[src/rtl/pheap_root_ctl_if.sv]
// -----------------------------------------------------------------------------
// pheap_root_ctl_if
// Bundles every non-clock/reset signal of the heap root controller.
//   Command channel : start, op, in -> ready
//   Child read      : raddr_bot -> r_bot_{l,r}_{pri,act,cap}
//   Result          : out_valid, out, err
//   Forward channel : fwd_valid, fwd_op, fwd_val, fwd_pos <- fwd_ready
//   Status          : count, empty, full
// master = upstream requester plus level-2 storage model; slave = controller.
// -----------------------------------------------------------------------------
interface pheap_root_ctl_if #(
   parameter int PRI_W  = 32,
   parameter int LEVELS = 4
);
   logic              start;
   logic [1:0]        op;
   logic [PRI_W-1:0]  in;
   logic              ready;
   logic              raddr_bot;
   logic [PRI_W-1:0]  r_bot_l_pri;
   logic [PRI_W-1:0]  r_bot_r_pri;
   logic              r_bot_l_act;
   logic              r_bot_r_act;
   logic [LEVELS-1:0] r_bot_l_cap;
   logic [LEVELS-1:0] r_bot_r_cap;
   logic              out_valid;
   logic [PRI_W-1:0]  out;
   logic              err;
   logic              fwd_valid;
   logic              fwd_ready;
   logic [1:0]        fwd_op;
   logic [PRI_W-1:0]  fwd_val;
   logic              fwd_pos;
   logic [LEVELS-1:0] count;
   logic              empty;
   logic              full;

   modport master (
      output start, op, in,
      output r_bot_l_pri, r_bot_r_pri, r_bot_l_act, r_bot_r_act,
      output r_bot_l_cap, r_bot_r_cap, fwd_ready,
      input  ready, raddr_bot, out_valid, out, err,
      input  fwd_valid, fwd_op, fwd_val, fwd_pos, count, empty, full
   );

   modport slave (
      input  start, op, in,
      input  r_bot_l_pri, r_bot_r_pri, r_bot_l_act, r_bot_r_act,
      input  r_bot_l_cap, r_bot_r_cap, fwd_ready,
      output ready, raddr_bot, out_valid, out, err,
      output fwd_valid, fwd_op, fwd_val, fwd_pos, count, empty, full
   );
endinterface

[src/rtl/pheap_root_ctl.sv]
// -----------------------------------------------------------------------------
// pheap_root_ctl
// Level-1 (root) controller of a pipelined heap priority queue. Holds the root
// entry and the global occupancy, executes ENQ / DEQ / REPLACE commands, reads
// the two level-2 children and forwards the follow-up command to level 2.
//
// Ports:
//   clk  - clock, rising edge
//   rst  - asynchronous active-high reset
//   bus  - pheap_root_ctl_if.slave (command, child read, result, forward, status)
//   hwm, err_cnt - occupancy high-water mark and saturating error counter,
//                  present only when PHEAP_STATS_EN is defined
//
// Optional feature macro: PHEAP_STATS_EN
// -----------------------------------------------------------------------------
module pheap_root_ctl #(
   parameter int PRI_W    = 32,
   parameter int LEVELS   = 4,
   parameter int MIN_HEAP = 0
) (
   input  logic              clk,
   input  logic              rst,
   pheap_root_ctl_if.slave   bus
`ifdef PHEAP_STATS_EN
   ,
   output logic [LEVELS-1:0] hwm,
   output logic [15:0]       err_cnt
`endif
);

   localparam logic [1:0] OP_ENQ = 2'd0;
   localparam logic [1:0] OP_DEQ = 2'd1;
   localparam logic [1:0] OP_REP = 2'd2;

   localparam logic [LEVELS-1:0] CNT_FULL = '1;
   localparam logic [LEVELS-1:0] CNT_ZERO = '0;
   localparam logic [LEVELS-1:0] CNT_ONE  = LEVELS'(1);

   typedef enum logic [1:0] {S_IDLE, S_READ, S_EXEC, S_FWD} state_t;

   state_t            r_state;
   state_t            w_next;

   logic [1:0]        r_op;
   logic [PRI_W-1:0]  r_in;
   logic [PRI_W-1:0]  r_root;
   logic              r_root_act;
   logic [LEVELS-1:0] r_count;
   logic [1:0]        r_fwd_op;
   logic [PRI_W-1:0]  r_fwd_val;
   logic              r_fwd_pos;

   logic              w_any_act;
   logic              w_best_r;
   logic [PRI_W-1:0]  w_best_pri;
   logic              w_enq_pos;

   logic              w_err;
   logic [PRI_W-1:0]  w_out;
   logic [PRI_W-1:0]  w_root_nxt;
   logic              w_root_act_nxt;
   logic [LEVELS-1:0] w_count_nxt;
   logic              w_do_fwd;
   logic [1:0]        w_fwd_op_nxt;
   logic [PRI_W-1:0]  w_fwd_val_nxt;
   logic              w_fwd_pos_nxt;

   // Heap ordering: true when a belongs closer to the root than b.
   function automatic logic beats(input logic [PRI_W-1:0] a, input logic [PRI_W-1:0] b);
      if (MIN_HEAP != 0) return (a < b);
      else               return (a > b);
   endfunction

   function automatic logic [15:0] sat_inc16(input logic [15:0] v);
      if (v == 16'hFFFF) return v;
      else               return v + 16'd1;
   endfunction

   // Best child: the lone active child, else the one that wins; ties go left.
   assign w_any_act  = bus.r_bot_l_act | bus.r_bot_r_act;
   assign w_best_r   = bus.r_bot_r_act &
                       (!bus.r_bot_l_act || beats(bus.r_bot_r_pri, bus.r_bot_l_pri));
   assign w_best_pri = w_best_r ? bus.r_bot_r_pri : bus.r_bot_l_pri;

   // ENQ target: roomier subtree, ties left, and never a subtree with no room.
   assign w_enq_pos  = (bus.r_bot_l_cap == CNT_ZERO) ||
                       (bus.r_bot_r_cap > bus.r_bot_l_cap);

   // Command evaluation used during EXEC; child data is valid in this cycle.
   always_comb begin
      w_err          = 1'b0;
      w_out          = '0;
      w_root_nxt     = r_root;
      w_root_act_nxt = r_root_act;
      w_count_nxt    = r_count;
      w_do_fwd       = 1'b0;
      w_fwd_op_nxt   = r_op;
      w_fwd_val_nxt  = '0;
      w_fwd_pos_nxt  = 1'b0;
      case (r_op)
         OP_ENQ: begin
            if (r_count == CNT_FULL) begin
               w_err = 1'b1;
            end else begin
               w_count_nxt = r_count + CNT_ONE;
               if (!r_root_act) begin
                  w_root_nxt     = r_in;
                  w_root_act_nxt = 1'b1;
               end else begin
                  w_do_fwd      = 1'b1;
                  w_fwd_pos_nxt = w_enq_pos;
                  // Equal values keep the existing root and push the newcomer down.
                  if (beats(r_in, r_root)) begin
                     w_root_nxt    = r_in;
                     w_fwd_val_nxt = r_root;
                  end else begin
                     w_fwd_val_nxt = r_in;
                  end
               end
            end
         end
         OP_DEQ: begin
            if (r_count == CNT_ZERO) begin
               w_err = 1'b1;
            end else begin
               w_out       = r_root;
               w_count_nxt = r_count - CNT_ONE;
               if (!w_any_act) begin
                  w_root_nxt     = '0;
                  w_root_act_nxt = 1'b0;
               end else begin
                  w_root_nxt    = w_best_pri;
                  w_do_fwd      = 1'b1;
                  w_fwd_pos_nxt = w_best_r;
               end
            end
         end
         OP_REP: begin
            if (r_count == CNT_ZERO) begin
               w_err = 1'b1;
            end else begin
               w_out = r_root;
               if (!w_any_act || !beats(w_best_pri, r_in)) begin
                  w_root_nxt = r_in;
               end else begin
                  w_root_nxt    = w_best_pri;
                  w_do_fwd      = 1'b1;
                  w_fwd_val_nxt = r_in;
                  w_fwd_pos_nxt = w_best_r;
               end
            end
         end
         default: w_err = 1'b1;
      endcase
   end

   // State register
   always_ff @(posedge clk or posedge rst) begin
      if (rst) r_state <= S_IDLE;
      else     r_state <= w_next;
   end

   // Next-state logic
   always_comb begin
      w_next = r_state;
      case (r_state)
         S_IDLE: if (bus.start) w_next = S_READ;
         S_READ: w_next = S_EXEC;
         S_EXEC: w_next = (w_err || !w_do_fwd) ? S_IDLE : S_FWD;
         S_FWD:  if (bus.fwd_ready) w_next = S_IDLE;
         default: w_next = S_IDLE;
      endcase
   end

   // Outputs decoded from state; fwd_valid falls as soon as rst clears the state.
   always_comb begin
      bus.ready     = (r_state == S_IDLE);
      bus.raddr_bot = (r_state == S_READ);
      bus.out_valid = (r_state == S_EXEC);
      bus.out       = (r_state == S_EXEC) ? w_out : '0;
      bus.err       = (r_state == S_EXEC) && w_err;
      bus.fwd_valid = (r_state == S_FWD);
      bus.fwd_op    = r_fwd_op;
      bus.fwd_val   = r_fwd_val;
      bus.fwd_pos   = r_fwd_pos;
      bus.count     = r_count;
      bus.empty     = (r_count == CNT_ZERO);
      bus.full      = (r_count == CNT_FULL);
   end

   // Command latch, root / occupancy update and forward payload
   always_ff @(posedge clk or posedge rst) begin
      if (rst) begin
         r_op       <= '0;
         r_in       <= '0;
         r_root     <= '0;
         r_root_act <= 1'b0;
         r_count    <= '0;
         r_fwd_op   <= '0;
         r_fwd_val  <= '0;
         r_fwd_pos  <= 1'b0;
      end else begin
         if (r_state == S_IDLE && bus.start) begin
            r_op <= bus.op;
            r_in <= bus.in;
         end
         if (r_state == S_EXEC && !w_err) begin
            r_root     <= w_root_nxt;
            r_root_act <= w_root_act_nxt;
            r_count    <= w_count_nxt;
            if (w_do_fwd) begin
               r_fwd_op  <= w_fwd_op_nxt;
               r_fwd_val <= w_fwd_val_nxt;
               r_fwd_pos <= w_fwd_pos_nxt;
            end
         end
      end
   end

`ifdef PHEAP_STATS_EN
   logic [LEVELS-1:0] r_hwm;
   logic [15:0]       r_err_cnt;

   always_ff @(posedge clk or posedge rst) begin
      if (rst) begin
         r_hwm     <= '0;
         r_err_cnt <= '0;
      end else begin
         if (r_count > r_hwm) r_hwm <= r_count;
         if (bus.err)         r_err_cnt <= sat_inc16(r_err_cnt);
      end
   end

   assign hwm     = r_hwm;
   assign err_cnt = r_err_cnt;
`endif

endmodule

[src/flat_wrapper.sv]
// flat-port wrapper written by rule: the top's interface ports become plain ports
module pheap_root_ctl_flat 
#(
   parameter int PRI_W    = 32,
   parameter int LEVELS   = 4,
   parameter int MIN_HEAP = 0
)
  (clk, rst, bus_start, bus_op, bus_in, bus_r_bot_l_pri, bus_r_bot_r_pri, bus_r_bot_l_act, bus_r_bot_r_act, bus_r_bot_l_cap, bus_r_bot_r_cap, bus_fwd_ready, bus_ready, bus_raddr_bot, bus_out_valid, bus_out, bus_err, bus_fwd_valid, bus_fwd_op, bus_fwd_val, bus_fwd_pos, bus_count, bus_empty, bus_full);
  pheap_root_ctl_if #(.PRI_W(PRI_W), .LEVELS(LEVELS)) bus_i ();
  input  logic clk;
  input  logic rst;
  input wire logic [$bits(bus_i.start)-1:0] bus_start;
  input wire logic [$bits(bus_i.op)-1:0] bus_op;
  input wire logic [$bits(bus_i.in)-1:0] bus_in;
  input wire logic [$bits(bus_i.r_bot_l_pri)-1:0] bus_r_bot_l_pri;
  input wire logic [$bits(bus_i.r_bot_r_pri)-1:0] bus_r_bot_r_pri;
  input wire logic [$bits(bus_i.r_bot_l_act)-1:0] bus_r_bot_l_act;
  input wire logic [$bits(bus_i.r_bot_r_act)-1:0] bus_r_bot_r_act;
  input wire logic [$bits(bus_i.r_bot_l_cap)-1:0] bus_r_bot_l_cap;
  input wire logic [$bits(bus_i.r_bot_r_cap)-1:0] bus_r_bot_r_cap;
  input wire logic [$bits(bus_i.fwd_ready)-1:0] bus_fwd_ready;
  output wire logic [$bits(bus_i.ready)-1:0] bus_ready;
  output wire logic [$bits(bus_i.raddr_bot)-1:0] bus_raddr_bot;
  output wire logic [$bits(bus_i.out_valid)-1:0] bus_out_valid;
  output wire logic [$bits(bus_i.out)-1:0] bus_out;
  output wire logic [$bits(bus_i.err)-1:0] bus_err;
  output wire logic [$bits(bus_i.fwd_valid)-1:0] bus_fwd_valid;
  output wire logic [$bits(bus_i.fwd_op)-1:0] bus_fwd_op;
  output wire logic [$bits(bus_i.fwd_val)-1:0] bus_fwd_val;
  output wire logic [$bits(bus_i.fwd_pos)-1:0] bus_fwd_pos;
  output wire logic [$bits(bus_i.count)-1:0] bus_count;
  output wire logic [$bits(bus_i.empty)-1:0] bus_empty;
  output wire logic [$bits(bus_i.full)-1:0] bus_full;
  assign bus_i.start = bus_start;
  assign bus_i.op = bus_op;
  assign bus_i.in = bus_in;
  assign bus_i.r_bot_l_pri = bus_r_bot_l_pri;
  assign bus_i.r_bot_r_pri = bus_r_bot_r_pri;
  assign bus_i.r_bot_l_act = bus_r_bot_l_act;
  assign bus_i.r_bot_r_act = bus_r_bot_r_act;
  assign bus_i.r_bot_l_cap = bus_r_bot_l_cap;
  assign bus_i.r_bot_r_cap = bus_r_bot_r_cap;
  assign bus_i.fwd_ready = bus_fwd_ready;
  assign bus_ready = bus_i.ready;
  assign bus_raddr_bot = bus_i.raddr_bot;
  assign bus_out_valid = bus_i.out_valid;
  assign bus_out = bus_i.out;
  assign bus_err = bus_i.err;
  assign bus_fwd_valid = bus_i.fwd_valid;
  assign bus_fwd_op = bus_i.fwd_op;
  assign bus_fwd_val = bus_i.fwd_val;
  assign bus_fwd_pos = bus_i.fwd_pos;
  assign bus_count = bus_i.count;
  assign bus_empty = bus_i.empty;
  assign bus_full = bus_i.full;
  pheap_root_ctl #(.PRI_W(PRI_W), .LEVELS(LEVELS), .MIN_HEAP(MIN_HEAP)) u_core (.clk(clk), .rst(rst), .bus(bus_i));
endmodule
[config.mk]
export PLATFORM = sky130hd
export DESIGN_NAME = pheap_root_ctl_flat
export DESIGN_NICKNAME = d
export VERILOG_FILES = /design/src/rtl/pheap_root_ctl_if.sv /design/src/rtl/pheap_root_ctl.sv /design/src/flat_wrapper.sv
export SDC_FILE = /design/constraint.sdc
export NUM_CORES = 1
export LEC_CHECK = 0
export ABC_CLOCK_PERIOD_IN_PS = 3900
export CORE_MARGIN = 5
export CORE_UTILIZATION = 50
export DETAILED_ROUTE_END_ITERATION = 8
export HOLD_SLACK_MARGIN = 0.15
export PLACE_DENSITY_LB_ADDON = 0.2
export SETUP_SLACK_MARGIN = 0.2
export SLEW_MARGIN = 30
export SYNTH_ARGS = -nofsm -noshare
export SYNTH_HDL_FRONTEND = slang
export SYNTH_SLANG_ARGS = --single-unit
[constraint.sdc]
create_clock -name clk -period 3.9 [get_ports clk]
set_clock_uncertainty 0.15 [all_clocks]
set_input_delay 0.39 -clock clk [delete_from_list [all_inputs] [get_ports clk]]
set_output_delay 0.39 -clock clk [all_outputs]
set_load 0.005 [all_outputs]
==> results.cfg <==
[status]
outcome = complete, but fails checks
violations = setup timing

[sta]
fmax_ghz = 0.1887
fin_crit_ns = 5.298
finalSetupViolCount = 69
setup_ws_ns = -1.398
relSlewSlack_pct = 33.91
worst_pin_slew_ns = 0.9786
drv_slew = 0
fin_crit_sh_pct = 135.9
finalHoldViolCount = 0
rsz0062_at_grt = true
holdWs_ns = 0.2969

[synthesis]
synth_edf_count = 0
syn_area_sq_um = 9121
seq_area_frac_synth_pct = 29.63
synth_flop_cell = dfrtp_1
synth.most_common_cell = inv_1
synth_top_area_cell = dfrtp_1
syn_nets = 1285
avgSynthCellArea_sq_um = 8.565
synth.area.top_cells = dfrtp_1 (30%), ha_1 (15%), inv_1 (5.9%)
yosys.area.top_type_share_pct = 29.63
synthCells = 1065
ys_warn_count = 0
synthDistinctLibCells = 66
ys_ff_latch = 108
ys_top_cells_by_count = inv_1 (144), dfrtp_1 (108), ha_1 (107)
synth_async_sr_flop_share_pct = 100.0

[placement]
port_buffers = 189
dp_cells = 1533
finalWeightedCongestion = 0.9310
dp_hpwl_microns = 23980

[critical_path]
cp_max_fo = 11
critPathRequiredTime_ns = 4.01
path_class = in -> reg
critPathSlowestCell = a211oi_1
worst_setup_path_start_kind = primary input
slowest_delay_ns = 0.51
cp.arrival_ns = 5.41
setup.worst_path.end_class = register

[detailed_routing]
ant_nets = 0
totalWireLength_microns = 45360
drcViolationCount = 0
first_pass_iters = 9
first_iter_violations = 1957
wl_per_cell_microns = 27.88
dr_total_vias = 11537
vias_per_cell = 7.091

[power]
p_sw_mw = 5.463
switching_share_pct = 48.97
pwr-share-comb_pct = 70.9
intPower_mw = 5.694
powerDensity_nw_per_um2 = 734.4
clockPowerShare_pct = 8.9
leakagePower_nw = 6.655
power_mw = 11.16
seq_power_share_pct = 20.3
peakVddDrop_uv = 631.1

[global_routing]
grt_antenna_before_repair = 0
grt_pass1_vias = 9877
grt_max_degree = 66
grt_pass1_wl_microns = 53480
grt.total_usage_pct = 31.01
grt-ovfl-total = 0

[worst_hold_path]
min_path_type = in -> async

[clock_network]
hold_buffers = 0
cts.htree.levels = 3
cts_tree = built
cts.sinks = 108
clock_path_buffers = 2
cts_buffers = 9
insertion_delay_ns = 0.38
root_buffer = clkbuf_16
path_clk_slew_ns = 0.09

[floorplanning]
io_pins = 190
die_width_microns = 145.1
chipHeight_microns = 145.1
rows = 49
start_util_pct = 50.78
core_sq_um = 17960
die_area_sq_um = 21040

[cells_and_area]
area_growth_pct = 66.56
num-nets-final = 1612
drive_gt1_share_pct = 38.44
fin_cells = 1627

[run]
maxCapViolCount = 0
critical path, delay by kind of cell:
family          cells  cell delay (ns)
buf+inv            10             1.53
compound gates      7             1.91
fa+ha+maj           2             0.51
simple gates        5             0.79
mux                 1             0.30
logic make-up (layout without fill, tap and decap cells):
kind of cell,after synthesis,after routing,synth area share (%)
compound gates,364,364,27.42
xor+xnor,4,4,0.3842
fa+ha+maj,108,108,14.90
buf+inv,216,548,9.890
flops,108,108,29.63
mux,35,35,4.527
other cells,0,1,0
simple gates,230,230,13.25
flip-flops by register name, indices dropped and copies added, names as in the netlist:
| register | count |
|---|---|
| u_core.r_in | 32 |
| u_core.bus.count | 4 |
| u_core.bus.fwd_pos | 1 |
| u_core.r_op | 2 |
| u_core.bus.fwd_op | 2 |
| u_core.r_root | 32 |
| u_core.r_root_act | 1 |
| u_core.bus.fwd_val | 32 |
| u_core.r_state | 2 |
cells in the final DEF (no fill, tap or decap), drive strengths merged, types with 3 or more instances in the layout:
cell,instances
buf,201
inv,149
clkdlybuf4s50,133
dfrtp,108
ha,107
o21ai,81
a21oi,73
o211ai,68
nor3,66
nand2,64
mux2,35
dlymetal6s2s,35
a211oi,33
or2,32
o311ai,32
a22oi,32
clkbuf,29
nand4,22
nor2,13
nor2b,8
nand3,8
a21o,6
nor4,6
o21a,5
and4,4
a31oi,3
a21boi,3
o31ai,3
a221oi,3
metrics by stage:
stage / cell area, sq um / TNS (ns) / util [%] / worst slack [ns]
2_1_floorplan: 9595 / -30.33 / - / -0.5723
3_3_place_gp: 12410 / -92.92 / 69.08 / -1.406
3_5_place_dp: 12410 / -98.61 / 69.08 / -1.470
4_1_cts: 13350 / -69.97 / 74.32 / -1.093
5_1_grt: 15190 / -90.84 / 84.56 / -1.409
6_report: 15190 / -90.00 / 84.57 / -1.398
repair_timing:
action	CTS	global route
setup endpoints to repair	69	69
gates resized for setup	76	344
gates cloned	7	7
pin swaps	9	102
buffers inserted	12	51
path summary, 6_finish.rpt:
check	startpoint	end	slack, ns	depth (start not counted)
max	bus_r_bot_l_pri[29]	u_core.bus.fwd_val[18]	-1.40	25
max reg2reg	u_core.r_root[14]	u_core.r_root[9]	0.14	11
max in group asynchronous	rst	u_core.r_in[11]	2.51	3
min reg2reg	u_core.bus.fwd_val[28]	u_core.bus.fwd_val[28]	0.36	1
min	rst	u_core.r_in[27]	0.30	2
min in group clk	u_core.bus.fwd_val[28]	u_core.bus.fwd_val[28]	0.36	1
layout make-up:
class	instances	area, sq um
multi-input cells	741	7340
inverters	144	553.0
clock inverters	6	62.56
clock buffers	10	239.0
well taps	229	286.5
flip-flops and latches	108	2703
fillers	867	2771
repair buffers	388	4006
diodes	1	2.502
routing by layer:
| layer | track usage (%) | vias up | share of wire, % |
|---|---|---|---|
| li1 | - | 4583 | - |
| met1 | 42.14 | 5369 | 35 |
| met2 | 49.79 | 1182 | 44 |
| met3 | 5.519 | 403 | 13 |
| met4 | 11.33 | 0 | 8.5 |
| met5 | 0 | - | 0 |
power by group through the flow:
stage                     registers (mW)  logic (mW)  clock network [mW]
final                               2.26        7.91               0.988
after global routing                2.30        8.18                1.02
after CTS                           2.14        6.19               0.957
after detailed placement            2.15        5.60                   0
after global placement              2.14        5.43                   0
after floorplan                     2.03        3.53                   0
(Power assumes the default switching activity.)
